`config.mk`:
```
export PLATFORM = sky130hd
export DESIGN_NAME = hc595_led7seg_receiver_flat
export DESIGN_NICKNAME = d
export VERILOG_FILES = /design/src/rtl/hc595_led7seg_receiver_pkg.sv /design/src/rtl/hc595_led7seg_receiver_if.sv /design/src/rtl/hc595_led7seg_receiver_sync_edge.sv /design/src/rtl/hc595_led7seg_receiver.sv /design/src/flat_wrapper.sv
export SDC_FILE = /design/constraint.sdc
export NUM_CORES = 1
export LEC_CHECK = 0
export ABC_AREA = 1
export BUFFER_PORTS_ARGS = -buffer_cell sky130_fd_sc_hd__buf_4
export CAP_MARGIN = 20
export CELL_PAD_IN_SITES_DETAIL_PLACEMENT = 1
export CELL_PAD_IN_SITES_GLOBAL_PLACEMENT = 1
export CORE_MARGIN = 2
export CORE_UTILIZATION = 47
export CTS_CLUSTER_DIAMETER = 200
export DETAILED_ROUTE_END_ITERATION = 7
export PLACE_DENSITY = 0.91
export SYNTH_ARGS = -nofsm -noshare
export SYNTH_HDL_FRONTEND = slang
export SYNTH_SLANG_ARGS = --single-unit
export TNS_END_PERCENT = 30
```
`constraint.sdc`:
```
create_clock -name clk -period 15.25 [get_ports clk]
set_input_delay 2.2875 -clock clk [delete_from_list [all_inputs] [get_ports clk]]
set_output_delay 2.2875 -clock clk [all_outputs]
set_load 0.01 [all_outputs]
```
`src/rtl/hc595_led7seg_receiver_pkg.sv`:
```
// Shared types and constants for the 74HC595 LED7seg link receiver and display drivers.
package hc595_rx_pkg;

    typedef enum logic [1:0] {IDLE, SHIFT, LATCH} state_t;

    localparam int unsigned WORD_W = 16;
    localparam int unsigned SEG_W  = 8;
    localparam int unsigned SEL_W  = 8;

    // Active-low segment patterns {a,b,c,d,e,f,g} for digits 0..9.
    localparam logic [6:0] SEG_PAT [0:9] = '{
        7'b0000001, 7'b1001111, 7'b0010010, 7'b0000110, 7'b1001100,
        7'b0100100, 7'b0100000, 7'b0001111, 7'b0000000, 7'b0000100
    };

    function automatic logic [3:0] seg2bcd(input logic [6:0] seg);
        seg2bcd = 4'hF;
        for (int unsigned i = 0; i < 10; i++) begin
            if (seg == SEG_PAT[i]) seg2bcd = 4'(i);
        end
    endfunction

endpackage

```
`src/rtl/hc595_led7seg_receiver_if.sv`:
```
// Serial display link (shift clock, storage clock, data) between a 595 driver and a receiver.
interface hc595_led7seg_receiver_if;
    logic sclk_i;
    logic rclk_i;
    logic dio_i;

    modport master (output sclk_i, output rclk_i, output dio_i);
    modport slave  (input  sclk_i, input  rclk_i, input  dio_i);
endinterface

```
`src/rtl/hc595_led7seg_receiver_sync_edge.sv`:
```
// N-stage synchronizer with a one-cycle rising-edge pulse on the synchronized level.
module hc595_rx_sync_edge #(
    parameter int unsigned STAGES = 2
) (
    input  logic clk,
    input  logic rst,
    input  logic d,
    output logic rise
);

    logic [STAGES-1:0] sync;
    logic              prev;

    always_ff @(posedge clk or posedge rst) begin
        if (rst) begin
            sync <= '0;
            prev <= 1'b0;
        end else begin
            sync <= {sync[STAGES-2:0], d};
            prev <= sync[STAGES-1];
        end
    end

    assign rise = sync[STAGES-1] & ~prev;

endmodule

```
`src/rtl/hc595_led7seg_receiver.sv`:
```
// Receiver end of the 595 LED7seg link: two cascaded 595s emulated in the clk domain plus digit decode.
// Optional BCD decode of each written digit is enabled by defining HC595_RX_BCD_DECODE_EN.
module hc595_led7seg_receiver
    import hc595_rx_pkg::*;
#(
    parameter int unsigned SYNC_STAGES = 2,
    parameter int unsigned NUM_DIGITS  = 8,
    parameter int unsigned TIMEOUT_CYC = 4096
) (
    input  logic                        clk,
    input  logic                        rst,
    hc595_led7seg_receiver_if.slave     link,
    output logic [WORD_W-1:0]           frm_dat,
    output logic                        frm_vld,
    output logic [SEG_W*NUM_DIGITS-1:0] seg_flat,
    output logic [NUM_DIGITS-1:0]       dig_upd,
    output logic [15:0]                 frm_cnt,
    output logic                        len_err,
    output logic                        sel_err,
    output logic                        tmo_err
`ifdef HC595_RX_BCD_DECODE_EN
    ,
    output logic [4*NUM_DIGITS-1:0]     bcd_flat,
    output logic                        pat_err
`endif
);

    localparam int unsigned TW = $clog2(TIMEOUT_CYC + 1);

    logic                   sclk_rise;
    logic                   rclk_rise;
    logic [SYNC_STAGES-1:0] dio_pipe;
    logic                   dio_sync;

    state_t                 state;
    state_t                 next_state;
    logic [WORD_W-1:0]      sh;
    logic [4:0]             bitcnt;
    logic [TW-1:0]          idle_cnt;
    logic                   timeout;

    logic                   latch_now;
    logic                   sel_ok;
    logic [NUM_DIGITS-1:0]  wr_mask;
    logic [3:0]             bcd_val;

    hc595_rx_sync_edge #(.STAGES(SYNC_STAGES)) u_sclk (
        .clk  (clk),
        .rst  (rst),
        .d    (link.sclk_i),
        .rise (sclk_rise)
    );

    hc595_rx_sync_edge #(.STAGES(SYNC_STAGES)) u_rclk (
        .clk  (clk),
        .rst  (rst),
        .d    (link.rclk_i),
        .rise (rclk_rise)
    );

    // Same depth as the clock synchronizers so dio lines up with the sclk edge it belongs to.
    always_ff @(posedge clk or posedge rst) begin
        if (rst) dio_pipe <= '0;
        else     dio_pipe <= {dio_pipe[SYNC_STAGES-2:0], link.dio_i};
    end
    assign dio_sync = dio_pipe[SYNC_STAGES-1];

    assign timeout = (state == SHIFT) && !sclk_rise && !rclk_rise &&
                     (idle_cnt == TW'(TIMEOUT_CYC - 1));

    always_ff @(posedge clk or posedge rst) begin
        if (rst) state <= IDLE;
        else     state <= next_state;
    end

    always_comb begin
        next_state = state;
        case (state)
            IDLE: begin
                if (rclk_rise)      next_state = LATCH;
                else if (sclk_rise) next_state = SHIFT;
            end
            SHIFT: begin
                if (rclk_rise)    next_state = LATCH;
                else if (timeout) next_state = IDLE;
            end
            LATCH:   next_state = sclk_rise ? SHIFT : IDLE;
            default: next_state = IDLE;
        endcase
    end

    always_comb begin
        latch_now = (state == LATCH);
        sel_ok    = $onehot(sh[SEL_W-1:0]) && (sh[NUM_DIGITS-1:0] != '0);
        wr_mask   = sel_ok ? sh[NUM_DIGITS-1:0] : '0;
        bcd_val   = seg2bcd(sh[WORD_W-2 -: 7]);
    end

    // A same-cycle sclk rise is shifted before LATCH captures sh, so it is always counted.
    always_ff @(posedge clk or posedge rst) begin
        if (rst) begin
            sh       <= '0;
            bitcnt   <= '0;
            idle_cnt <= '0;
            frm_dat  <= '0;
            frm_vld  <= 1'b0;
            seg_flat <= '0;
            dig_upd  <= '0;
            frm_cnt  <= '0;
            len_err  <= 1'b0;
            sel_err  <= 1'b0;
            tmo_err  <= 1'b0;
        end else begin
            if (sclk_rise) sh <= {sh[WORD_W-2:0], dio_sync};

            if (latch_now || timeout)
                bitcnt <= sclk_rise ? 5'd1 : 5'd0;
            else if (sclk_rise && bitcnt != 5'd31)
                bitcnt <= bitcnt + 5'd1;

            if (state != SHIFT || sclk_rise || timeout) idle_cnt <= '0;
            else                                       idle_cnt <= idle_cnt + TW'(1);

            frm_vld <= latch_now;
            len_err <= latch_now && (bitcnt != 5'd16);
            sel_err <= latch_now && !sel_ok;
            dig_upd <= latch_now ? wr_mask : '0;
            tmo_err <= timeout;

            if (latch_now) begin
                frm_dat <= sh;
                frm_cnt <= frm_cnt + 16'd1;
                for (int unsigned i = 0; i < NUM_DIGITS; i++) begin
                    if (wr_mask[i]) seg_flat[SEG_W*i +: SEG_W] <= sh[WORD_W-1 -: SEG_W];
                end
            end
        end
    end

`ifdef HC595_RX_BCD_DECODE_EN
    always_ff @(posedge clk or posedge rst) begin
        if (rst) begin
            bcd_flat <= '0;
            pat_err  <= 1'b0;
        end else begin
            pat_err <= latch_now && sel_ok && (bcd_val == 4'hF);
            if (latch_now) begin
                for (int unsigned i = 0; i < NUM_DIGITS; i++) begin
                    if (wr_mask[i]) bcd_flat[4*i +: 4] <= bcd_val;
                end
            end
        end
    end
`else
    logic unused_bcd;
    assign unused_bcd = ^bcd_val;
`endif

endmodule
```
`src/flat_wrapper.sv`:
```
// flat-port wrapper written by rule: the top's interface ports become plain ports
module hc595_led7seg_receiver_flat import hc595_rx_pkg::*;
#(
    parameter int unsigned SYNC_STAGES = 2,
    parameter int unsigned NUM_DIGITS  = 8,
    parameter int unsigned TIMEOUT_CYC = 4096
)
  (clk, rst, frm_dat, frm_vld, seg_flat, dig_upd, frm_cnt, len_err, sel_err, tmo_err, link_sclk_i, link_rclk_i, link_dio_i);
  hc595_led7seg_receiver_if link_i ();
  input  logic clk;
  input  logic rst;
  output logic [WORD_W-1:0] frm_dat;
  output logic frm_vld;
  output logic [SEG_W*NUM_DIGITS-1:0] seg_flat;
  output logic [NUM_DIGITS-1:0] dig_upd;
  output logic [15:0] frm_cnt;
  output logic len_err;
  output logic sel_err;
  output logic tmo_err;
  input wire logic [$bits(link_i.sclk_i)-1:0] link_sclk_i;
  input wire logic [$bits(link_i.rclk_i)-1:0] link_rclk_i;
  input wire logic [$bits(link_i.dio_i)-1:0] link_dio_i;
  assign link_i.sclk_i = link_sclk_i;
  assign link_i.rclk_i = link_rclk_i;
  assign link_i.dio_i = link_dio_i;
  hc595_led7seg_receiver #(.SYNC_STAGES(SYNC_STAGES), .NUM_DIGITS(NUM_DIGITS), .TIMEOUT_CYC(TIMEOUT_CYC)) u_core (.clk(clk), .rst(rst), .link(link_i), .frm_dat(frm_dat), .frm_vld(frm_vld), .seg_flat(seg_flat), .dig_upd(dig_upd), .frm_cnt(frm_cnt), .len_err(len_err), .sel_err(sel_err), .tmo_err(tmo_err));
endmodule
```
==> out/qor.txt, run 1 <==
Status - finished clean
DR vias - 4985
Avg Inst Size Synth - 10.2 sq um
Most frequent CP cell - inv_1
Net Sw Frac - 32.3%
Final HPWL DP - 12000 um
DRC - 0
Initial DRC Count - 350
Number of max-cap violations - 0
Worst min path class - reg -> reg
Synth cell types - 35
Pins Over Slew Limit - 0
RSZ-0062 raised after global routing - no
# nets final - 775
Critical path class - reg -> reg
Top routing layer used - met4
Syn. warnings - 0
Fillers - 1472
Clock Path Buffers - 2
Top-Level Pins - 113
Skew final - 0.0150 ns
Sink Count - 152
Chip Width - 122 um
Switching power - 409 uW
Post-synthesis sequential area ratio - 58.5%
Via count of the first global-routing pass - 5618
Worst VDD drop - 81.1 uV
Measured slew at the worst slew-check pin - 0.675 ns
Share of layout cells above drive strength 1 - 28.0%
Total wire length - 19400 um
Post-cts sizing count - 0
Multi-input logic area - 2320 sq um
Worst setup EP type - flip-flop
Wire length on met1 - 7630 um
Mapped Cells - 635
Core Box Area - 13400 sq um
Hold_buf cts - 0
DR vias/cell - 5.30
Setup bufs post-CTS - 0
Max incr delay on CP - 0.52 ns
Sequential cell area - 3800 sq um
Largest net degree at the start of global routing - 85
WL met2 - 10300 um
Total track usage - 27.7%
Fin area - 8140 sq um
Clock-pin transition on the worst setup and hold timing paths - 0.06 ns
DP Area - 7430 sq um
Min Tclk post-route - 3.75 ns
Startpoint types - flip-flop
Die Ht - 122 um
Critical path origin - u_core.sh[6]
H-tree depth - 4
Starting density of the core - 48.5%
HP Start - u_core.dio_pipe[0]
Synthesized net count - 659
CTS tree - built
Final ANT Viol Nets - 0
Final period util - 24.6%
Final setup vio count - 0
# port buffers - 112
First-pass DRT Iterations - 4
Reg power frac - 38.8%
FF-to-FF Start - u_core.sh[6]
Congestion Overflow GR - 0
Met3 WL - 1060 um
Fin Setup TNS - 0 ns
Pleak - 0.00425 uW
CTS Buf Count - 17
Slew HR - 55.0%
Internal Power - 857 uW
Share of total power in combinational logic - 22.4%
Die area - 14800 sq um
Root buf cell - clkbuf_16
Initial antenna violation count - 0
Hold Vio Cnt, Final - 0
Row Count - 42
Routed WL per cell - 20.7 um
First-pass GRT wire length - 30700 um
Clock Power Share - 38.8%
Syn-to-layout area delta - 25.1%
Worst skew pair latency - 0.43 ns
Worst Path Arrival - 4.03 ns
Critical Path, Cell by Cell - inv_1 > ha_1 > inv_1 > fa_1 > fa_1 > inv_1 > ha_1 > fa_1 > inv_1 > nand2_1 > nor2_8 > nand2_4 > nand2_1 > o21ai_1
Fmax - 0.266 GHz
Synthesis-stage register bit count - 152
CP max-delay cell - fa_1
PD cells - 156 nW/um^2
Fin util - 60.7%
Post-Syn Area - 6500 sq um
Crit-path max FO - 16
Gpl congestion - 0.772
Critical Path RT - 15.53 ns
Ant. Diodes - 0
[path summary, 6_finish.rpt]
path / endpoint / slack (ns) / depth (start not counted)
min reg2reg: u_core.dio_pipe[1] / 0.36 / 0
max: u_core.seg_flat[24] / 11.50 / 14
max in group asynchronous: u_core.seg_flat[38] / 12.25 / 4
min: u_core.dio_pipe[1] / 0.36 / 0
min in group asynchronous: u_core.idle_cnt[2] / 1.94 / 2
max reg2reg: u_core.seg_flat[24] / 11.50 / 14
[stage by stage]
| stage | std cells | hold WS [ns] | total power (uW) | setup WS, ns |
|---|---|---|---|---|
| 2_1_floorplan | 635 | 0.331 | 656 | 8.87 |
| 3_3_place_gp | 907 | 0.336 | 745 | 11.34 |
| 3_5_place_dp | 907 | 0.336 | 772 | 11.27 |
| 4_1_cts | 939 | 0.358 | 1270 | 11.49 |
| 5_1_grt | 940 | 0.364 | 1320 | 11.33 |
| 6_report | 940 | 0.357 | 1270 | 11.50 |
[worst max-delay path, delay by kind of cell (launching register included)]
kind / cells / cell delay [ns]
adder cells (fa/ha/maj): 5 / 1.98
AND/OR/NAND/NOR: 4 / 0.81
flip-flops: 1 / 0.39
buffers and inverters: 4 / 0.31
AO/OA/AOI/OAI: 1 / 0.10
[routing by layer]
layer,GRT usage (%),vias up
met1,31.0,2573
met5,0,-
met2,49.5,143
li1,-,2236
met4,11.5,0
met3,7.91,33
[logic make-up after synthesis]
logic type / synth area share (%)
AND/OR/NAND/NOR: 19.6
flip-flops: 58.5
AO/OA/AOI/OAI: 8.95
buffers and inverters: 5.75
XOR/XNOR: 3.08
adder cells (fa/ha/maj): 4.12
[registers in the layout (all words and copies together), names as in the netlist]
register,cells
u_core.dig_upd,8
u_core.u_sclk.sync,2
u_core.seg_flat,64
u_core.frm_vld,1
u_core.frm_cnt,16
u_core.dio_pipe,2
u_core.bitcnt,5
u_core.u_rclk.sync,2
u_core.u_sclk.prev,1
u_core.frm_dat,16
u_core.len_err,1
u_core.state,2
u_core.idle_cnt,13
u_core.tmo_err,1
u_core.u_rclk.prev,1
u_core.sel_err,1
u_core.sh,16
[cell usage after synthesis]
cell type	number	area [sq um]
nand2_1	168	631
dfrtp_1	152	3800
inv_1	55	206
nor2_1	45	169
o21ai_0	33	165
o21ai_1	30	150
o21ai_2	26	228
ha_1	15	188
xor2_1	13	114
buf_6	10	113
nand2_2	10	62.6
nand2_4	10	113
nand3_1	10	50.1
xnor2_1	8	70.1
a21oi_1	5	25.0
nor2_4	5	56.3
clkbuf_1	4	15.0
fa_1	4	80.1
nand3_2	4	40.0
nand4_1	4	25.0
nor3_1	4	20.0
nor2_2	3	18.8
nor2_8	3	60.1
buf_2	2	10.0
inv_2	2	7.51
a31oi_1	1	6.26
and3_1	1	6.26
buf_1	1	3.75
buf_4	1	7.51
inv_8	1	11.3
nand3b_1	1	7.51
nor3_2	1	10.0
o31ai_1	1	7.51
or2_0	1	6.26
xnor2_2	1	16.3
[power groups by stage]
| stage | clock network (uW) | registers (uW) | logic, uW |
|---|---|---|---|
| floorplan | 0 | 500 | 156 |
| global placement | 0 | 491 | 254 |
| detailed placement | 0 | 495 | 277 |
| CTS | 491 | 490 | 284 |
| global route | 511 | 496 | 310 |
| finish | 491 | 491 | 284 |
[final cells by class]
cell class                 count  area share, %
tap                          176           2.71
sequential                   152           46.7
inverter                      58           2.83
clock inverter                15           3.08
clock buffer                  17           5.23
multi-input combinational    407           28.6
timing repair buffer         115           10.9
[placed cells by master (no fill, tap or decap), types with 5 or more instances in the layout]
master / instances
buf_4: 114
inv_1: 54
nand2_1: 168
nand2_4: 10
nand2_2: 10
o21ai_0: 33
clkinv_4: 5
nand3_1: 10
clkbuf_16: 17
bufinv_16: 6
nor2_4: 5
o21ai_2: 26
dfrtp_1: 152
xnor2_1: 8
a21oi_1: 5
nor2_1: 45
o21ai_1: 30
ha_1: 15
xor2_1: 13
Note: power is estimated with default switching activity, not from simulation.
==> inputs of run 2 (changes only) <==
--- a/config.mk
+++ b/config.mk
@@ -11,10 +11,10 @@
 export CELL_PAD_IN_SITES_DETAIL_PLACEMENT = 1
 export CELL_PAD_IN_SITES_GLOBAL_PLACEMENT = 1
 export CORE_MARGIN = 2
-export CORE_UTILIZATION = 47
+export CORE_UTILIZATION = 43
 export CTS_CLUSTER_DIAMETER = 200
 export DETAILED_ROUTE_END_ITERATION = 7
-export PLACE_DENSITY = 0.91
+export PLACE_DENSITY = 0.85
 export SYNTH_ARGS = -nofsm -noshare
 export SYNTH_HDL_FRONTEND = slang
 export SYNTH_SLANG_ARGS = --single-unit
==> constraint.sdc (replaced) <==
create_clock -name clk -period 3.7 [get_ports clk]
set_input_delay 0.555 -clock clk [delete_from_list [all_inputs] [get_ports clk]]
set_output_delay 0.555 -clock clk [all_outputs]
set_load 0.01 [all_outputs]
==> run 2 against run 1 <==
Register-to-register slack got worse by 11 ns. Cell count is 1.1% higher. Combinational power grew to 4.5 times the previous value. First-iteration DRC count decreased by 29%. Clock power grew to 3.7 times the previous value. Power rose to 4.0 times the previous value. Routed wire length fell by 11%. Global-route usage down 5.3 points. Utilization shrank 5.3 points. Flip-flop and latch count did not move. Critical path type unchanged. Largest power group unchanged.
==> out/qor.txt, run 2 (synthesized netlist as in run 1, its figures left out) <==
Final std cells w/o fill - 950 (+1.1%)
Status - finished clean
Gpl congestion - 0.805 (+4.3%)
Clock Power Share - 35.9% (-2.9 points)
Hold Vio Cnt, Final - 0 (unchanged)
Commonest cells after routing, fill and taps aside - nand2_1 (168), dfrtp_1 (152), buf_4 (115)
First-pass GRT wire length - 28000 um (-8.7%)
Final HPWL DP - 11300 um (-5.3%)
Largest net degree at the start of global routing - 153 (+80%)
Total wire length - 17300 um (-11%)
Clock Path Buffers - 2 (unchanged)
PD cells - 631 nW/um^2 (+310%)
Routed WL per cell - 18.2 um (-12%)
Syn-to-layout area delta - 24.8%
Share of layout cells above drive strength 1 - 28.6% (+0.58 points)
Total track usage - 22.4% (-5.3 points)
Biggest register - u_core.seg_flat
CTS Buf Count - 17 (unchanged)
Critical path class - reg -> reg
Worst min path class - in -> reg
Share of total power in combinational logic - 24.8% (+2.4 points)
Skew final - 0.0100 ns (-0.00498 ns)
Worst skew pair latency - 0.43 ns (about the same)
Core Box Area - 14600 sq um (+9.3%)
Placed Cells - 915 (+0.88%)
Reg power frac - 39.3% (+0.5 points)
Chip Width - 127 um (+4.4%)
Pleak - 0.00422 uW (-0.73%)
Measured slew at the worst slew-check pin - 0.849 ns (+0.174 ns)
Worst Path Arrival - 3.81 ns (-0.22 ns)
Switching power - 1660 uW (+310%)
Fin Setup TNS - 0 ns (unchanged)
Net Sw Frac - 32.4% (+0.097 points)
# port buffers - 112 (unchanged)
Ant. Diodes - 0 (unchanged)
Critical Path RT - 4.01 ns (-11.52 ns)
Row Count - 44 (+4.8%)
Die area - 16100 sq um (+9.0%)
Fin util - 55.4% (-5.3 points)
H-tree depth - 4 (unchanged)
Root buf cell - clkbuf_16
Fin area - 8110 sq um (-0.29%)
Via count of the first global-routing pass - 5295 (-5.7%)
Max FFs per register - 64 (unchanged)
Startpoint types - flip-flop
Die Ht - 127 um (+4.4%)
Pins Over Slew Limit - 0 (unchanged)
First-pass DRT Iterations - 4 (unchanged)
Starting density of the core - 44.4% (-4.1 points)
Internal Power - 3460 uW (+300%)
Initial DRC Count - 248 (-29%)
Worst VDD drop - 359 uV (+340%)
Final setup vio count - 0 (unchanged)
Top-Level Pins - 113 (unchanged)
DR vias/cell - 5.05 (-4.8%)
Sink Count - 152 (unchanged)
DRC - 0 (unchanged)
Slew HR - 43.4% (-12 points)
RSZ-0062 raised after global routing - no
Final period util - 94.7% (+70 points)
DR vias - 4798 (-3.8%)
Worst setup EP type - flip-flop
# nets final - 777 (+0.26%)
Commonest non-fill, non-tap cell in the layout - nand2_1
Fmax - 0.285 GHz (+7.1%)
Clock-pin transition on the worst setup and hold timing paths - 0.07 ns (about the same)
CTS tree - built
Final ANT Viol Nets - 0 (unchanged)
Congestion Overflow GR - 0 (unchanged)
WHS - 0.242 ns (-0.115 ns)
DP Area - 7460 sq um (+0.29%)
Crit-path max FO - 16 (unchanged)
Number of max-cap violations - 0 (unchanged)
Min Tclk post-route - 3.50 ns (-0.249 ns)
Initial antenna violation count - 0 (unchanged)
## run 2: final timing paths
kind	depth (start not counted)	startpoint	slack, ns	end
worst max register to register	16	u_core.sh[7]	0.20	u_core.seg_flat[31]
max in group asynchronous	3	rst	2.69	u_core.seg_flat[60]
worst min-delay path	1	link_rclk_i	0.24	u_core.u_rclk.sync[0]
min in group asynchronous	3	rst	0.34	u_core.seg_flat[50]
worst max-delay path	16	u_core.sh[7]	0.20	u_core.seg_flat[31]
worst min register to register	0	u_core.u_rclk.sync[0]	0.35	u_core.u_rclk.sync[1]
## run 2: repair_timing
action / 4_1_cts / 5_1_grt
cloned: 0 / 0
hold endpoints to repair: 0 / 0
endpoints found under the setup margin: 5 / 7
resized for setup: 0 / 3
setup buffers: 3 / 0
hold buffers: 0 / 0
pin swaps: 1 / 0
## run 2: layout make-up
| type | instances | area (sq um) |
|---|---|---|
| tap | 184 | 230 |
| clock inverter | 13 | 170 |
| inverter | 58 | 229 |
| clock buffer | 19 | 453 |
| multi-input combinational | 407 | 2320 |
| fill | 1609 | 6530 |
| timing repair buffer | 117 | 903 |
| sequential | 152 | 3800 |
## run 2: worst max-delay path: stages (launching register included)
cell	delay (ns)
dfrtp_1	0.40
inv_2	0.10
ha_1	0.28
inv_1	0.06
fa_1	0.44
fa_1	0.54
inv_1	0.05
ha_1	0.22
fa_1	0.50
inv_1	0.05
nand2_1	0.15
nor2_8	0.05
buf_4	0.16
nand2_4	0.17
inv_1	0.09
nand2_1	0.07
nand2_1	0.07
## run 2: routing by layer
| metal | wire [um] | GRT usage (%) | vias up |
|---|---|---|---|
| met4 | 187 | 6.46 | 0 |
| met5 | 0 | 0 | - |
| met3 | 982 | 6.32 | 15 |
| met2 | 9170 | 39.8 | 120 |
| li1 | - | - | 2239 |
| met1 | 6950 | 26.8 | 2424 |
## run 2: metrics by stage
stage,power [uW],setup WS (ns)
3_3_place_gp,3090,0.259
2_1_floorplan,2710,0.402
5_1_grt,5350,0.0138
4_1_cts,5160,0.134
3_5_place_dp,3160,0.104
6_report,5120,0.197
## run 2: power by group through the flow
stage | clock, uW | sequential [uW] | combinational (uW)
3_3_place_gp | 0 | 2020 | 1060
4_1_cts | 1860 | 2010 | 1280
3_5_place_dp | 0 | 2030 | 1120
2_1_floorplan | 0 | 2060 | 644
6_report | 1840 | 2010 | 1270
5_1_grt | 1920 | 2040 | 1380
==> inputs of run 3 (changes only) <==
--- a/config.mk
+++ b/config.mk
@@ -15,6 +15,7 @@
 export CTS_CLUSTER_DIAMETER = 200
 export DETAILED_ROUTE_END_ITERATION = 7
 export PLACE_DENSITY = 0.85
+export RECOVER_POWER = 100
 export SYNTH_ARGS = -nofsm -noshare
 export SYNTH_HDL_FRONTEND = slang
 export SYNTH_SLANG_ARGS = --single-unit
==> run 3 against run 2 <==
The run now ends with max-capacitance violations, max-slew violations left. Non-clock buffer count stayed put. Worst setup slack worse by 0.0082 ns. Maximum frequency is 0.23% lower. Clock power hardly changed. Critical path type unchanged. Sequential power hardly changed.
==> out/qor.txt, run 3 (synthesized netlist as in run 1, its figures left out) <==
Pins Over Slew Limit - 153 (+153)
First-pass GRT wire length - 28000 um (unchanged)
Net Sw Frac - 32.7% (+0.25 points)
Status - finished with violations
Fmax - 0.285 GHz (-0.23%)
Top-Level Pins - 113 (unchanged)
WHS - 0.264 ns (+0.0215 ns)
Chip Width - 127 um (unchanged)
Commonest non-fill, non-tap cell in the layout - nand2_1
Fin Setup TNS - 0 ns (unchanged)
Worst Path Arrival - 3.79 ns (-0.02 ns)
Row Count - 44 (unchanged)
Sink Count - 152 (unchanged)
Largest net degree at the start of global routing - 153 (unchanged)
Congestion Overflow GR - 0 (unchanged)
Share of total power in combinational logic - 22.5% (-2.3 points)
Critical Path, Cell by Cell - inv_2 > ha_1 > inv_1 > fa_1 > fa_1 > inv_1 > ha_1 > fa_1 > inv_1 > nand2_1 > nor2_8 > buf_4 > nand2_4 > nand2_1 > o21ai_1
Crit path buffers/inverters - 5 (-1)
Commonest cells after routing, fill and taps aside - nand2_1 (178), dfrtp_1 (152), clkbuf_1 (109)
First-pass DRT Iterations - 4 (unchanged)
Internal Power - 3340 uW (-3.5%)
Final setup vio count - 0 (unchanged)
Initial DRC Count - 230 (-7.3%)
Clock-pin transition on the worst setup and hold timing paths - 0.07 ns (about the same)
Hold_buf cts - 0 (unchanged)
Starting density of the core - 44.4% (unchanged)
Hold Vio Cnt, Final - 0 (unchanged)
Crit-path leading delay family - adder cells
Startpoint types - flip-flop
Die area - 16100 sq um (unchanged)
CTS Buf Count - 17 (unchanged)
Crit-path max FO - 16 (unchanged)
Final Power - 4960 uW (-3.1%)
Pleak - 0.00367 uW (-13%)
DR vias/cell - 5.04 (-0.15%)
Final std cells w/o fill - 950 (unchanged)
# port buffers - 112 (unchanged)
Number of max-cap violations - 1 (+1)
Clock Power Share - 36.9% (+1.0 points)
Max FFs per register - 64 (unchanged)
Measured slew at the worst slew-check pin - 2.05 ns (+1.20 ns)
RSZ-0062 raised after global routing - no
Share of layout cells above drive strength 1 - 9.92% (-19 points)
Final period util - 94.9% (+0.22 points)
HP Start - link_rclk_i
GR Util met1 - 26.8% (unchanged)
M3 GR Usage - 6.32% (unchanged)
Worst skew pair latency - 0.42 ns (about the same)
Final ANT Viol Nets - 0 (unchanged)
PD cells - 657 nW/um^2 (+4.1%)
Ant. Diodes - 0 (unchanged)
Routed WL per cell - 18.2 um (-0.26%)
Root buf cell - clkbuf_16
Critical path origin - u_core.sh[7]
Most Used Layer, Global Route - met2
# nets final - 777 (unchanged)
Min Tclk post-route - 3.51 ns (+0.00821 ns)
Via count of the first global-routing pass - 5295 (unchanged)
Worst min path class - in -> reg
Total track usage - 22.4% (unchanged)
Met2 Use GR - 39.8% (unchanged)
Skew final - 0.00756 ns (-0.00244 ns)
Switching power - 1620 uW (-2.4%)
Worst VDD drop - 356 uV (-0.85%)
Max incr delay on CP - 0.54 ns (about the same)
Slew HR - -36.9% (-80 points)
CP max-delay cell - fa_1
Biggest register - u_core.seg_flat
Reg power frac - 40.5% (+1.2 points)
Core Box Area - 14600 sq um (unchanged)
DRC - 0 (unchanged)
FF-to-FF Start - u_core.sh[7]
Gpl congestion - 0.805 (unchanged)
Worst setup EP type - flip-flop
Critical path class - reg -> reg
Final HPWL DP - 11300 um (unchanged)
Initial antenna violation count - 0 (unchanged)
Die Ht - 127 um (unchanged)
H-tree depth - 4 (unchanged)
Syn-to-layout area delta - 16.1%
Critical Path RT - 3.98 ns (-0.03 ns)
Failing checks - max-capacitance violations, max-slew violations
Placed Cells - 915 (unchanged)
Clock Path Buffers - 2 (unchanged)
CTS tree - built
DR vias - 4791 (-0.15%)
Total wire length - 17300 um (-0.26%)
run 3: changes by cell type in the layout (fill, tap and decap cells not counted), moves of 2 or more:
| cell | change |
|---|---|
| nand2_2 | -8 |
| nor2_1 | +2 |
| o21ai_1 | -27 |
| clkbuf_4 | +5 |
| o21ai_2 | -19 |
| nand2_4 | -2 |
| clkbuf_1 | +109 |
| o21ai_0 | +46 |
| buf_4 | -113 |
| nand2_1 | +10 |
run 3: worst paths after layout:
| kind | depth (start not counted) | slack [ns] | to |
|---|---|---|---|
| min reg2reg | 0 | 0.35 | u_core.u_rclk.sync[1] |
| max reg2reg | 15 | 0.19 | u_core.seg_flat[29] |
| min | 1 | 0.26 | u_core.u_rclk.sync[0] |
| max in group asynchronous | 3 | 1.52 | u_core.bitcnt[4] |
| min in group asynchronous | 3 | 0.91 | u_core.seg_flat[54] |
| max | 15 | 0.19 | u_core.seg_flat[29] |
run 3: area by class of cell:
type,instances,area (sq um)
tap,184,230
timing repair buffer,117,482
sequential,152,3800
inverter,58,226
clock buffer,19,453
multi-input combinational,407,2180
clock inverter,13,170
fill,1695,7090
run 3: per-layer routing:
metal	routed length (um)	vias up
met4	207	0
li1	-	2233
met1	7040	2419
met5	0	-
met3	889	19
met2	9120	120
run 3: power by group through the flow:
stage | sequential [uW] | combinational, uW | clock, uW
floorplan | 2060 | 644 | 0
global placement | 2020 | 1060 | 0
detailed placement | 2030 | 1120 | 0
CTS | 2010 | 1280 | 1860
global route | 2040 | 1240 | 1920
finish | 2010 | 1120 | 1830
run 3: what timing repair did:
item | 4_1_cts | 5_1_grt
buffers inserted | 3 | 0
gates resized for setup | 0 | 3
setup endpoints to repair | 5 | 7
gates cloned | 0 | 0
pin swaps | 1 | 0
run 3: metrics by stage:
stage          utilization [%]  setup slack, ns  instance area [sq um]
2_1_floorplan                -            0.402                   6510
3_3_place_gp              50.9            0.259                   7460
3_5_place_dp              50.9            0.104                   7460
4_1_cts                   55.4            0.134                   8110
5_1_grt                   51.6           0.0195                   7550
6_report                  51.6            0.188                   7550
